<file path="config.mk">
export PLATFORM = sky130hd
export DESIGN_NAME = branch_prediction_unit
export DESIGN_NICKNAME = d
export VERILOG_FILES = /design/src/rtl/branch_prediction_unit.sv
export SDC_FILE = /design/constraint.sdc
export NUM_CORES = 1
export LEC_CHECK = 0
export ABC_AREA = 1
export CAP_MARGIN = 20
export CORE_UTILIZATION = 40
export DETAILED_ROUTE_END_ITERATION = 7
export SLEW_MARGIN = 20
export SYNTH_ARGS = -nofsm -noshare
export SYNTH_HDL_FRONTEND = slang
export SYNTH_SLANG_ARGS = --single-unit
</file>
<file path="constraint.sdc">
create_clock -name i_clock -period 3.5 [get_ports i_clock]
set_input_delay 0.35 -clock i_clock [delete_from_list [all_inputs] [get_ports i_clock]]
set_output_delay 0.35 -clock i_clock [all_outputs]
set_load 0.02 [all_outputs]
</file>
<file path="src/rtl/branch_prediction_unit.sv">
// Branch prediction unit: direct-mapped BTB with 2-bit saturating counters, fetch-stage
// lookup, ID-stage branch resolution with redirect on mispredict, and statistics counters.
module branch_prediction_unit #(
   parameter int CANT_BITS_ADDR        = 11,
   parameter int CANT_BITS_REGISTROS   = 32,
   parameter int CANT_BITS_FLAG_BRANCH = 3,
   parameter int CANT_ENTRADAS_BTB     = 16,
   parameter int CANT_BITS_CONTADOR    = 16
) (
   input  logic                             i_clock,
   input  logic                             i_reset,
   input  logic [CANT_BITS_ADDR-1:0]        i_pc_fetch,
   output logic                             o_pred_taken,
   output logic [CANT_BITS_ADDR-1:0]        o_pred_dir,
   input  logic                             i_enable_etapa,
   input  logic [CANT_BITS_FLAG_BRANCH-1:0] i_flag_branch,
   input  logic [CANT_BITS_ADDR-1:0]        i_pc_branch,
   input  logic [CANT_BITS_ADDR-1:0]        i_adder_pc,
   input  logic [CANT_BITS_REGISTROS-1:0]   i_immediate_address,
   input  logic [CANT_BITS_REGISTROS-1:0]   i_dato_reg_A,
   input  logic [CANT_BITS_REGISTROS-1:0]   i_dato_reg_B,
   input  logic                             i_pred_taken_id,
   input  logic [CANT_BITS_ADDR-1:0]        i_pred_dir_id,
   output logic                             o_branch_control,
   output logic [CANT_BITS_ADDR-1:0]        o_branch_dir,
   output logic [CANT_BITS_CONTADOR-1:0]    o_cant_branches,
   output logic [CANT_BITS_CONTADOR-1:0]    o_cant_mispredicts
);

   localparam int IDX  = $clog2(CANT_ENTRADAS_BTB);
   localparam int TAGW = CANT_BITS_ADDR - IDX;

   localparam logic [CANT_BITS_FLAG_BRANCH-1:0] FLAG_JR   = CANT_BITS_FLAG_BRANCH'(1);
   localparam logic [CANT_BITS_FLAG_BRANCH-1:0] FLAG_JALR = CANT_BITS_FLAG_BRANCH'(2);
   localparam logic [CANT_BITS_FLAG_BRANCH-1:0] FLAG_BEQ  = CANT_BITS_FLAG_BRANCH'(3);
   localparam logic [CANT_BITS_FLAG_BRANCH-1:0] FLAG_BNE  = CANT_BITS_FLAG_BRANCH'(4);
   localparam logic [CANT_BITS_FLAG_BRANCH-1:0] FLAG_J    = CANT_BITS_FLAG_BRANCH'(5);

   logic                      valid_reg  [CANT_ENTRADAS_BTB];
   logic [TAGW-1:0]           tag_reg    [CANT_ENTRADAS_BTB];
   logic [CANT_BITS_ADDR-1:0] target_reg [CANT_ENTRADAS_BTB];
   logic [1:0]                cnt_reg    [CANT_ENTRADAS_BTB];

   logic [CANT_BITS_CONTADOR-1:0] branches_reg;
   logic [CANT_BITS_CONTADOR-1:0] mispredicts_reg;

   logic [IDX-1:0]  fetch_idx;
   logic [TAGW-1:0] fetch_tag;
   logic            fetch_hit;

   assign fetch_idx    = i_pc_fetch[IDX-1:0];
   assign fetch_tag    = i_pc_fetch[CANT_BITS_ADDR-1:IDX];
   assign fetch_hit    = valid_reg[fetch_idx] && (tag_reg[fetch_idx] == fetch_tag);
   assign o_pred_taken = fetch_hit && cnt_reg[fetch_idx][1];
   assign o_pred_dir   = fetch_hit ? target_reg[fetch_idx] : '0;

   logic                      is_branch;
   logic                      actual_taken;
   logic [CANT_BITS_ADDR-1:0] actual_target;
   logic [CANT_BITS_ADDR-1:0] rel_target;
   logic                      mispredict;

   // PC-relative targets wrap modulo the address space.
   assign rel_target = i_adder_pc + i_immediate_address[CANT_BITS_ADDR-1:0];

   always_comb begin
      is_branch     = 1'b1;
      actual_taken  = 1'b0;
      actual_target = '0;
      case (i_flag_branch)
         FLAG_JR, FLAG_JALR: begin
            actual_taken  = 1'b1;
            actual_target = i_dato_reg_A[CANT_BITS_ADDR-1:0];
         end
         FLAG_BEQ: begin
            actual_taken  = (i_dato_reg_A == i_dato_reg_B);
            actual_target = rel_target;
         end
         FLAG_BNE: begin
            actual_taken  = (i_dato_reg_A != i_dato_reg_B);
            actual_target = rel_target;
         end
         FLAG_J: begin
            actual_taken  = 1'b1;
            actual_target = i_immediate_address[CANT_BITS_ADDR-1:0];
         end
         default: is_branch = 1'b0;
      endcase
   end

   assign mispredict = (actual_taken != i_pred_taken_id) ||
                       (actual_taken && (i_pred_dir_id != actual_target));

   always_comb begin
      o_branch_control = 1'b0;
      o_branch_dir     = '0;
      if (i_enable_etapa) begin
         o_branch_control = mispredict;
         o_branch_dir     = actual_taken ? actual_target : i_adder_pc;
      end
   end

   logic [IDX-1:0]  upd_idx;
   logic [TAGW-1:0] upd_tag;
   logic            upd_hit;

   assign upd_idx = i_pc_branch[IDX-1:0];
   assign upd_tag = i_pc_branch[CANT_BITS_ADDR-1:IDX];
   assign upd_hit = valid_reg[upd_idx] && (tag_reg[upd_idx] == upd_tag);

   always_ff @(posedge i_clock or negedge i_reset) begin
      if (!i_reset) begin
         for (int i = 0; i < CANT_ENTRADAS_BTB; i++) begin
            valid_reg[i]  <= 1'b0;
            tag_reg[i]    <= '0;
            target_reg[i] <= '0;
            cnt_reg[i]    <= 2'd1;
         end
      end else if (i_enable_etapa) begin
         if (is_branch) begin
            if (upd_hit) begin
               if (actual_taken) begin
                  if (cnt_reg[upd_idx] != 2'd3) cnt_reg[upd_idx] <= cnt_reg[upd_idx] + 2'd1;
                  target_reg[upd_idx] <= actual_target;
               end else if (cnt_reg[upd_idx] != 2'd0) begin
                  cnt_reg[upd_idx] <= cnt_reg[upd_idx] - 2'd1;
               end
            end else if (actual_taken) begin
               valid_reg[upd_idx]  <= 1'b1;
               tag_reg[upd_idx]    <= upd_tag;
               target_reg[upd_idx] <= actual_target;
               cnt_reg[upd_idx]    <= 2'd2;
            end
         end else if (upd_hit) begin
            // A non-branch sitting in a BTB slot means the entry is stale.
            valid_reg[upd_idx] <= 1'b0;
         end
      end
   end

   always_ff @(posedge i_clock or negedge i_reset) begin
      if (!i_reset) begin
         branches_reg    <= '0;
         mispredicts_reg <= '0;
      end else begin
         if (i_enable_etapa && is_branch && !(&branches_reg))
            branches_reg <= branches_reg + 1'b1;
         if (o_branch_control && !(&mispredicts_reg))
            mispredicts_reg <= mispredicts_reg + 1'b1;
      end
   end

   assign o_cant_branches    = branches_reg;
   assign o_cant_mispredicts = mispredicts_reg;

endmodule

</file>
Word-level counts from Yosys, hierarchy flattened
Cells that the tools add are included.
{"block": "word_totals", "register_bits": 368, "output_inout_bits": 56, "wordCells": 171}
{"block": "classes", "addsub": 5, "order_cmp": 3, "n_eq_ne": 14, "mux": 49, "bitwise": 9, "reduce_logical": 25}
{"cell": "176-bit bitwise mux", "n": 1}
{"cell": "32-bit two-way mux", "n": 5}
{"cell": "112-bit bitwise mux", "n": 1}
{"cell": "11-bit two-way mux", "n": 6}
{"cell": "32-bit bitwise mux", "n": 2}
{"cell": "16-bit two-way mux", "n": 4}
{"cell": "7-bit binary-select mux with 4-bit select", "n": 2}
{"cell": "11-bit binary-select mux with 4-bit select", "n": 1}
{"cell": "11-bit demux with 4-bit select", "n": 1}
{"cell": "7-bit two-way mux", "n": 5}
{"cell": "11-bit one-hot mux with 3 select lines", "n": 1}
{"cell": "16-bit by 1-bit adder with 16-bit output, second input constant", "n": 2}
{"cell": "16-bit AND", "n": 2}
{"cell": "32-bit equality test", "n": 1}
{"cell": "32-bit != test", "n": 1}
{"cell": "16-bit inverter", "n": 2}
{"cell": "16-bit OR", "n": 2}
{"cell": "16-bit AND reduction", "n": 2}
{"cell": "7-bit demux with 4-bit select", "n": 1}
{"cell": "2-bit binary-select mux with 4-bit select", "n": 2}
{"cell": "7-bit equality test", "n": 2}
{"cell": "11-bit adder", "n": 1}
{"cell": "11-bit != test", "n": 1}
{"cell": "5-bit >= comparator, second input constant", "n": 2}
{"cell": "27 further kinds", "n": 55}

Longest topological paths before layout
Gate-level depths: netlist of run 1.
{"block": "depth", "depth_word": 9, "mapped_depth": 21, "mapped_depth_nobuf": 20}

Worst setup path before layout of run 1
OpenSTA, ideal clock, no wires.
{"block": "synth_timing", "path_type": "input-to-output", "from": "input port i_adder_pc[0]", "to": "output port o_branch_control", "arrival_time_ns": 2.392, "required_ns": 3.150, "slack_ns": 0.758, "cell_stages": 19, "path_buffers": 1, "path_cell_list": "ha_1 inv_1 fa_1 inv_1 nand3_1 nand2_1 nand2_1 nand2_1 a21boi_0 o21ai_0 nand2_1 inv_1 nand2_1 nand3_1 nor2_1 nand3_2 clkbuf_1 nand2_1 inv_1"}
{"block": "synth_via", "elab_chain_cells": 6}
{"element": "start, declared", "line": "18", "rtl": "input logic [CANT_BITS_ADDR-1:0] i_adder_pc,"}
{"element": "11-bit adder", "line": "64", "rtl": "assign rel_target = i_adder_pc + i_immediate_address[CANT_BITS_ADDR-1:0];"}
{"element": "11-bit one-hot mux with 3 select lines", "line": "70", "rtl": "case (i_flag_branch)"}
{"element": "11-bit != test", "line": "92", "rtl": "(actual_taken && (i_pred_dir_id != actual_target));"}
{"element": "1-bit logical AND", "line": "92"}
{"element": "1-bit logical OR", "line": "91", "rtl": "assign mispredict = (actual_taken != i_pred_taken_id) ||"}
{"element": "1-bit two-way mux", "line": "97", "rtl": "if (i_enable_etapa) begin"}
{"element": "end, declared", "line": "24", "rtl": "output logic o_branch_control,"}
No other way between the ends.

Worst setup path in the final report of run 1
{"block": "layout_timing", "from": "register tag_reg[23] (netlist bit)", "to": "output port o_pred_dir[5]"}
{"block": "layout_via", "elab_chain_cells": 6}
{"element": "start, declared", "line": "40", "rtl": "logic [TAGW-1:0] tag_reg [CANT_ENTRADAS_BTB];"}
{"element": "start signal, assigned by index", "line": "130", "rtl": "tag_reg[upd_idx] <= upd_tag;"}
{"element": "7-bit binary-select mux with 4-bit select", "line": "53", "rtl": "assign fetch_hit = valid_reg[fetch_idx] && (tag_reg[fetch_idx] == fetch_tag);"}
{"element": "7-bit two-way mux (implied by the code) (2 in a row)", "line": "53"}
{"element": "7-bit equality test", "line": "53"}
{"element": "1-bit logical AND", "line": "53"}
{"element": "11-bit two-way mux", "line": "55", "rtl": "assign o_pred_dir = fetch_hit ? target_reg[fetch_idx] : '0;"}
{"element": "end, declared", "line": "14", "rtl": "output logic [CANT_BITS_ADDR-1:0] o_pred_dir,"}
No other way between the ends. The select of a mux whose other input is x is not followed.

==> flow_summary.ini, run 1 <==
[placed_design]
io_buffers = 181
hpwl_um = 45200
dp_cells = 3657
place_area_mm2 = 0.0238
gp_congestion = 0.918

[timing]
finalHoldViolations = 0
clock.fmax_mhz = 302
fin_skew_ns = 0.0226
worst_pin_slew_ns = 0.650
finalCritPeriodShare_pct = 94.7
setup_violations = 0
whs_ns = 0.396
finalSetupTns_ns = 0
period_needed_ns = 3.31
rsz0062_at_grt = false
slew_headroom_pct = 56.5
slew_viol_final = 0

[global_route]
grt_pass1_wl_um = 107000
grt_overflow_total = 0
grt_pass1_vias = 19300
grt_use_total_pct = 25.6
grt_max_degree = 97
grt_antenna_before_repair = 0

[critical_path]
slowest_stage = dfrtp_1
r2r_slack_ns = 0.92
critPathTopFamily = simple AND/OR/NAND/NOR gates
rr_worst_depth = 17
worstPathRequired_ns = 3.15
critPathKind = reg -> out
r2r_start = tag_reg[40]
startpoint = tag_reg[23]
path_depth = 13
critPathLaunchType = flop
slowest_delay_ns = 0.38
crit_chain = inv_1 > nor2_1 > a21oi_1 > o21ai_0 > o211ai_1 > nand2_1 > xor2_1 > nor3_1 > nand2_1 > buf_12 > buf_12 > nor2_1 > clkbuf_2
endpoint = o_pred_dir[5]
crit_path_max_fanout = 10
crit_buf_inv = 4
reg2reg_to = cnt_reg[14]
cp.arrival_ns = 2.96
endpoint_kind = primary output

[synthesis]
yosysWarnings = 0
ys_ff_latch = 368
synth_async_sr_flop_share_pct = 100
avgSynthCellArea_um2 = 7.30
netlist_instances = 2840
synth_nets = 3002
synth_cell_type_count = 48
synth_edf_count = 0
synth.yosys.seq_area_share_pct = 44.5
synth_area_mm2 = 0.0207
synth_ff_type = dfrtp_1

[route]
vias_per_cell = 5.40
drtAntennaViolNets = 0
wl_per_cell_um = 18.0
drc = 0
first_pass_iters = 6
num_vias = 20200
drt_wl_total_um = 67100
first_iter_violations = 1649

[clocking]
clockRootBuffer = clkbuf_16
worstSkewPairLatency_ns = 0.57
cts_buffers = 43
clk_path_buf_depth = 3
path_clk_slew_ns = 0.06
cts.sinks = 368
ctsHtreeMaxLevel = 2
cts_setup_buffers = 0
cts_tree = yes

[floorplan]
die_y_um = 230
die_x_um = 230
design.core.area_mm2 = 0.0513
rows = 83
dieArea_mm2 = 0.0528
start_util_pct = 40.4
ios = 203

[final_layout]
most-common-layout-cells = nand2_1 (1025), o21ai_0 (380), dfrtp_1 (352)
nFillCells = 5059
diodes = 0
nNetsFinal = 3185
drive_gt1_share_pct = 9.19
final_util_pct = 49.4
stdcell_area_mm2 = 0.0254
largest_register_ffs = 176
final_cell_count_no_fill = 3737
regArea_mm2 = 0.00923
area_delta_synth_final_pct = 22.3
final_common_cell = nand2_1
multi_input_area_mm2 = 0.0101

[flow_run]
maxCapViolCount = 0

[power_and_ir_drop]
vdd_drop_max_mv = 0.361
power.leakage_nw = 11.9
powerDensity_mw_per_mm2 = 523

[status]
status = completed

[min_path]
hold_path_class = in -> async
==> logic make-up (layout without fill, tap and decap cells) <==
family | after synthesis | after routing | synth area share, %
DFF | 368 | 368 | 44.5
xor gates and xnor gates | 70 | 70 | 2.96
and+or+nand+nor | 1411 | 1411 | 28.0
AOI/OAI and AO/OA | 627 | 627 | 16.7
muxes | 1 | 1 | 0.0543
buffers and inverters | 348 | 565 | 6.85
adders and majority gates | 15 | 15 | 0.941
==> cells in the mapped netlist, types with 2 or more instances <==
| master | n | share of area (%) |
|---|---|---|
| nand2_1 | 1026 | 19 |
| o21ai_0 | 380 | 9.2 |
| dfrtp_1 | 352 | 42 |
| inv_1 | 175 | 3.2 |
| nor2_1 | 167 | 3.0 |
| a21oi_1 | 122 | 2.9 |
| nand3_1 | 107 | 2.6 |
| clkbuf_1 | 101 | 1.8 |
| xnor2_1 | 45 | 1.9 |
| nand4_1 | 44 | 1.3 |
| buf_2 | 41 | 0.99 |
| a221oi_1 | 26 | 1.1 |
| xor2_1 | 25 | 1.1 |
| o21ai_1 | 20 | 0.48 |
| o211ai_1 | 17 | 0.62 |
| a22oi_1 | 16 | 0.58 |
| dfstp_2 | 16 | 2.0 |
| ha_1 | 14 | 0.84 |
| nor3_1 | 14 | 0.34 |
| o221ai_1 | 14 | 0.59 |
| nor2_2 | 13 | 0.39 |
| inv_2 | 12 | 0.22 |
| nand2_2 | 12 | 0.36 |
| nor2_4 | 10 | 0.54 |
| o31ai_1 | 8 | 0.29 |
| buf_6 | 7 | 0.38 |
| o22ai_1 | 7 | 0.21 |
| a311o_1 | 6 | 0.29 |
| buf_1 | 6 | 0.11 |
| a22o_1 | 5 | 0.21 |
| nand3_2 | 4 | 0.19 |
| nand3b_1 | 4 | 0.14 |
| clkinv_1 | 3 | 0.054 |
| nor3_2 | 3 | 0.14 |
| or2_2 | 3 | 0.091 |
| buf_4 | 2 | 0.072 |
| nand3_4 | 2 | 0.17 |
==> metal layers <==
metal	part of all wire [%]	global-route usage, %	vias to the layer above
met4	2.7	7.68	0
met5	0	0	-
met1	44	35.6	9616
met2	45	40.2	772
li1	-	-	9663
met3	7.6	4.90	111
==> worst min-delay path by stage <==
stage	to	cells after the start	start
2_1_floorplan	asynchronous set/reset pin	0	i_reset
3_3_place_gp	target_reg[53]	1	i_reset
3_5_place_dp	target_reg[53]	1	i_reset
4_1_cts	cnt_reg[25]	2	i_reset
5_1_grt	target_reg[31]	2	i_reset
6_report	target_reg[31]	2	i_reset
==> report_power, final <==
part | internal (mW) | switching, mW
Combinational | 1.13 | 1.68
Clock | 3.02 | 1.84
Sequential | 5.05 | 0.540
==> what timing repair did <==
item                                    CTS  global route
endpoints found under the hold margin    71             0
resized for setup                        22            11
pin swaps                                 1             2
hold buffers                              1             0
endpoints found under the setup margin   15             8
==> metrics by stage <==
step	total power, mW	worst slack [ns]
final	13.3	0.187
after global routing	14.0	0.00202
after CTS	13.3	0.00501
after detailed placement	8.43	-0.228
after global placement	8.33	-0.223
after floorplan	7.27	0.758
==> layout make-up <==
class,instances,share of cell area [%]
Clock buffer,63,5.14
Clock inverter,16,0.932
Inverter,191,2.85
Tap cell,680,3.35
Multi-Input combinational cell,2124,39.8
Timing Repair Buffer,295,11.5
Sequential cell,368,36.4
Power figures use the tool's default switching activity.
==> run 2: changes to the inputs <==
--- a/config.mk
+++ b/config.mk
@@ -9,4 +9,5 @@
 export CAP_MARGIN = 20
 export CORE_UTILIZATION = 40
+export CTS_BUF_LIST = sky130_fd_sc_hd__clkbuf_8 sky130_fd_sc_hd__clkbuf_16
 export DETAILED_ROUTE_END_ITERATION = 7
 export SLEW_MARGIN = 20
==> constraint.sdc (replaced) <==
create_clock -name i_clock -period 3.5 [get_ports i_clock]
set_input_delay 0.35 -clock i_clock [delete_from_list [all_inputs] [get_ports i_clock]]
set_output_delay 0.35 -clock i_clock [all_outputs]
set_load 0.005 [all_outputs]
==> run 2 against run 1 <==
Register-to-register slack worse by 0.14 ns. Clock-buffer cell count down 7. Critical path depth down 1.
==> flow_summary.ini, run 2 (synthesized netlist as in run 1, its figures left out) <==
[final_layout]
final_cell_count_no_fill = 3733
most-common-layout-cells = nand2_1 (1023), o21ai_0 (378), dfrtp_1 (352)
diodes = 0
final_common_cell = nand2_1
nFillCells = 5010
area_delta_synth_final_pct = 21.9
nNetsFinal = 3185
stdcell_area_mm2 = 0.0253
drive_gt1_share_pct = 9.30
largest_register_ffs = 176

[clocking]
clk_path_buf_depth = 3
worstSkewPairLatency_ns = 0.57
ctsHtreeMaxLevel = 2
clockRootBuffer = clkbuf_16
cts.sinks = 368
cts_buffers = 44
path_clk_slew_ns = 0.06
cts_tree = yes

[power_and_ir_drop]
power.leakage_nw = 11.9
powerDensity_mw_per_mm2 = 508
swShare_pct = 31.0
p_int_mw = 8.87
p_switching_mw = 3.98
combPwrFrac_pct = 21.1
clkPwrFrac_pct = 35.3
vdd_drop_max_mv = 0.376
seqPwrFrac_pct = 43.5

[timing]
clock.fmax_mhz = 291
setup_violations = 0
slew_viol_final = 0
whs_ns = 0.431
period_needed_ns = 3.43
worst_pin_slew_ns = 0.894
finalCritPeriodShare_pct = 98.1
finalHoldViolations = 0
finalSetupTns_ns = 0
fin_skew_ns = 0.0188
slew_headroom_pct = 40.4

[flow_run]
maxCapViolCount = 0

[floorplan]
dieArea_mm2 = 0.0528
design.core.area_mm2 = 0.0513
die_y_um = 230
rows = 83
die_x_um = 230
ios = 203
start_util_pct = 40.4

[placed_design]
hpwl_um = 45700
io_buffers = 181
dp_cells = 3651
place_area_mm2 = 0.0237
gp_congestion = 0.936

[route]
first_pass_iters = 7
drtAntennaViolNets = 0
vias_per_cell = 5.41
wl_per_cell_um = 18.0
first_iter_violations = 1884
drc = 0
drt_wl_total_um = 67200
num_vias = 20200

[global_route]
grt_pass1_vias = 19300
grt_use_total_pct = 25.4
grt_overflow_total = 0
grt_antenna_before_repair = 0
grt_max_degree = 102
grt_pass1_wl_um = 106000

[critical_path]
r2r_start = tag_reg[0]
cp.arrival_ns = 3.08
endpoint_kind = primary output
critPathKind = reg -> out
crit_path_max_fanout = 7
startpoint = tag_reg[9]
worstPathRequired_ns = 3.15
critPathLaunchType = flop

[min_path]
hold_path_class = in -> async

[status]
status = completed
-- run 2: worst max-delay path, stage by stage (launching register included) --
cell and delay, ns:
dfrtp_1 0.38, inv_1 0.07, a21oi_1 0.06, o21ai_1 0.09, o21ai_1 0.08, o211ai_1 0.38
nand2_1 0.18, xor2_1 0.18, nor3_1 0.17, nand2_1 0.11, buf_12 0.16, nor2_1 0.11
clkdlybuf4s50_1 0.54
-- run 2: worst paths after layout --
| check | to | slack [ns] | cells after the start |
|---|---|---|---|
| min reg2reg | cnt_reg[0] | 0.47 | 2 |
| min | target_reg[75] | 0.43 | 2 |
| min in group i_clock | cnt_reg[0] | 0.47 | 2 |
| max in group asynchronous | target_reg[88] | 2.00 | 3 |
| max | o_pred_dir[4] | 0.07 | 12 |
| max reg2reg | cnt_reg[14] | 0.78 | 17 |
-- run 2: layout make-up --
cell class	instances	area, um^2	share of cell area (%)
clock inverters	20	144	0.569
inverters	191	722	2.85
flip-flops and latches	368	9230	36.5
clock buffers	56	1280	5.05
multi-input cells	2124	10200	40.1
well taps	680	851	3.36
repair buffers	294	2910	11.5
-- run 2: timing repair --
action	4_1_cts	5_1_grt
gates resized for setup	11	26
hold buffers	1	0
endpoints found under the setup margin	5	16
hold endpoints to repair	93	0
pin swaps	3	7
setup buffers	0	5
-- run 2: power by group through the flow --
stage | Clock (mW) | Combinational (mW) | Sequential, mW
2_1_floorplan | 0 | 1.69 | 5.50
3_3_place_gp | 0 | 2.61 | 5.61
3_5_place_dp | 0 | 2.69 | 5.64
4_1_cts | 4.62 | 2.70 | 5.58
5_1_grt | 4.79 | 3.09 | 5.69
6_report | 4.54 | 2.72 | 5.59
-- run 2: stage by stage --
stage | utilization [%] | setup slack (ns) | total power, mW
finish | 49.3 | 0.0657 | 12.8
global route | 49.3 | -0.0427 | 13.6
CTS | 49.1 | 0.0107 | 12.9
detailed placement | 46.2 | -0.190 | 8.33
global placement | 46.2 | -0.160 | 8.23
floorplan | - | 0.835 | 7.19
-- run 2: per-layer routing --
layer	track usage, %	share of wire (%)	vias to the layer above
met2	39.5	45	882
met1	35.6	44	9564
li1	-	-	9649
met5	0	0	-
met3	4.92	8.1	117
met4	7.99	2.5	0
==> run 3: changes to the inputs <==
HOLD_SLACK_MARGIN = 0.05   (was not set)
==> results of run 3 <==
The final DEF is identical to that of run 2; final timing and power are the same.
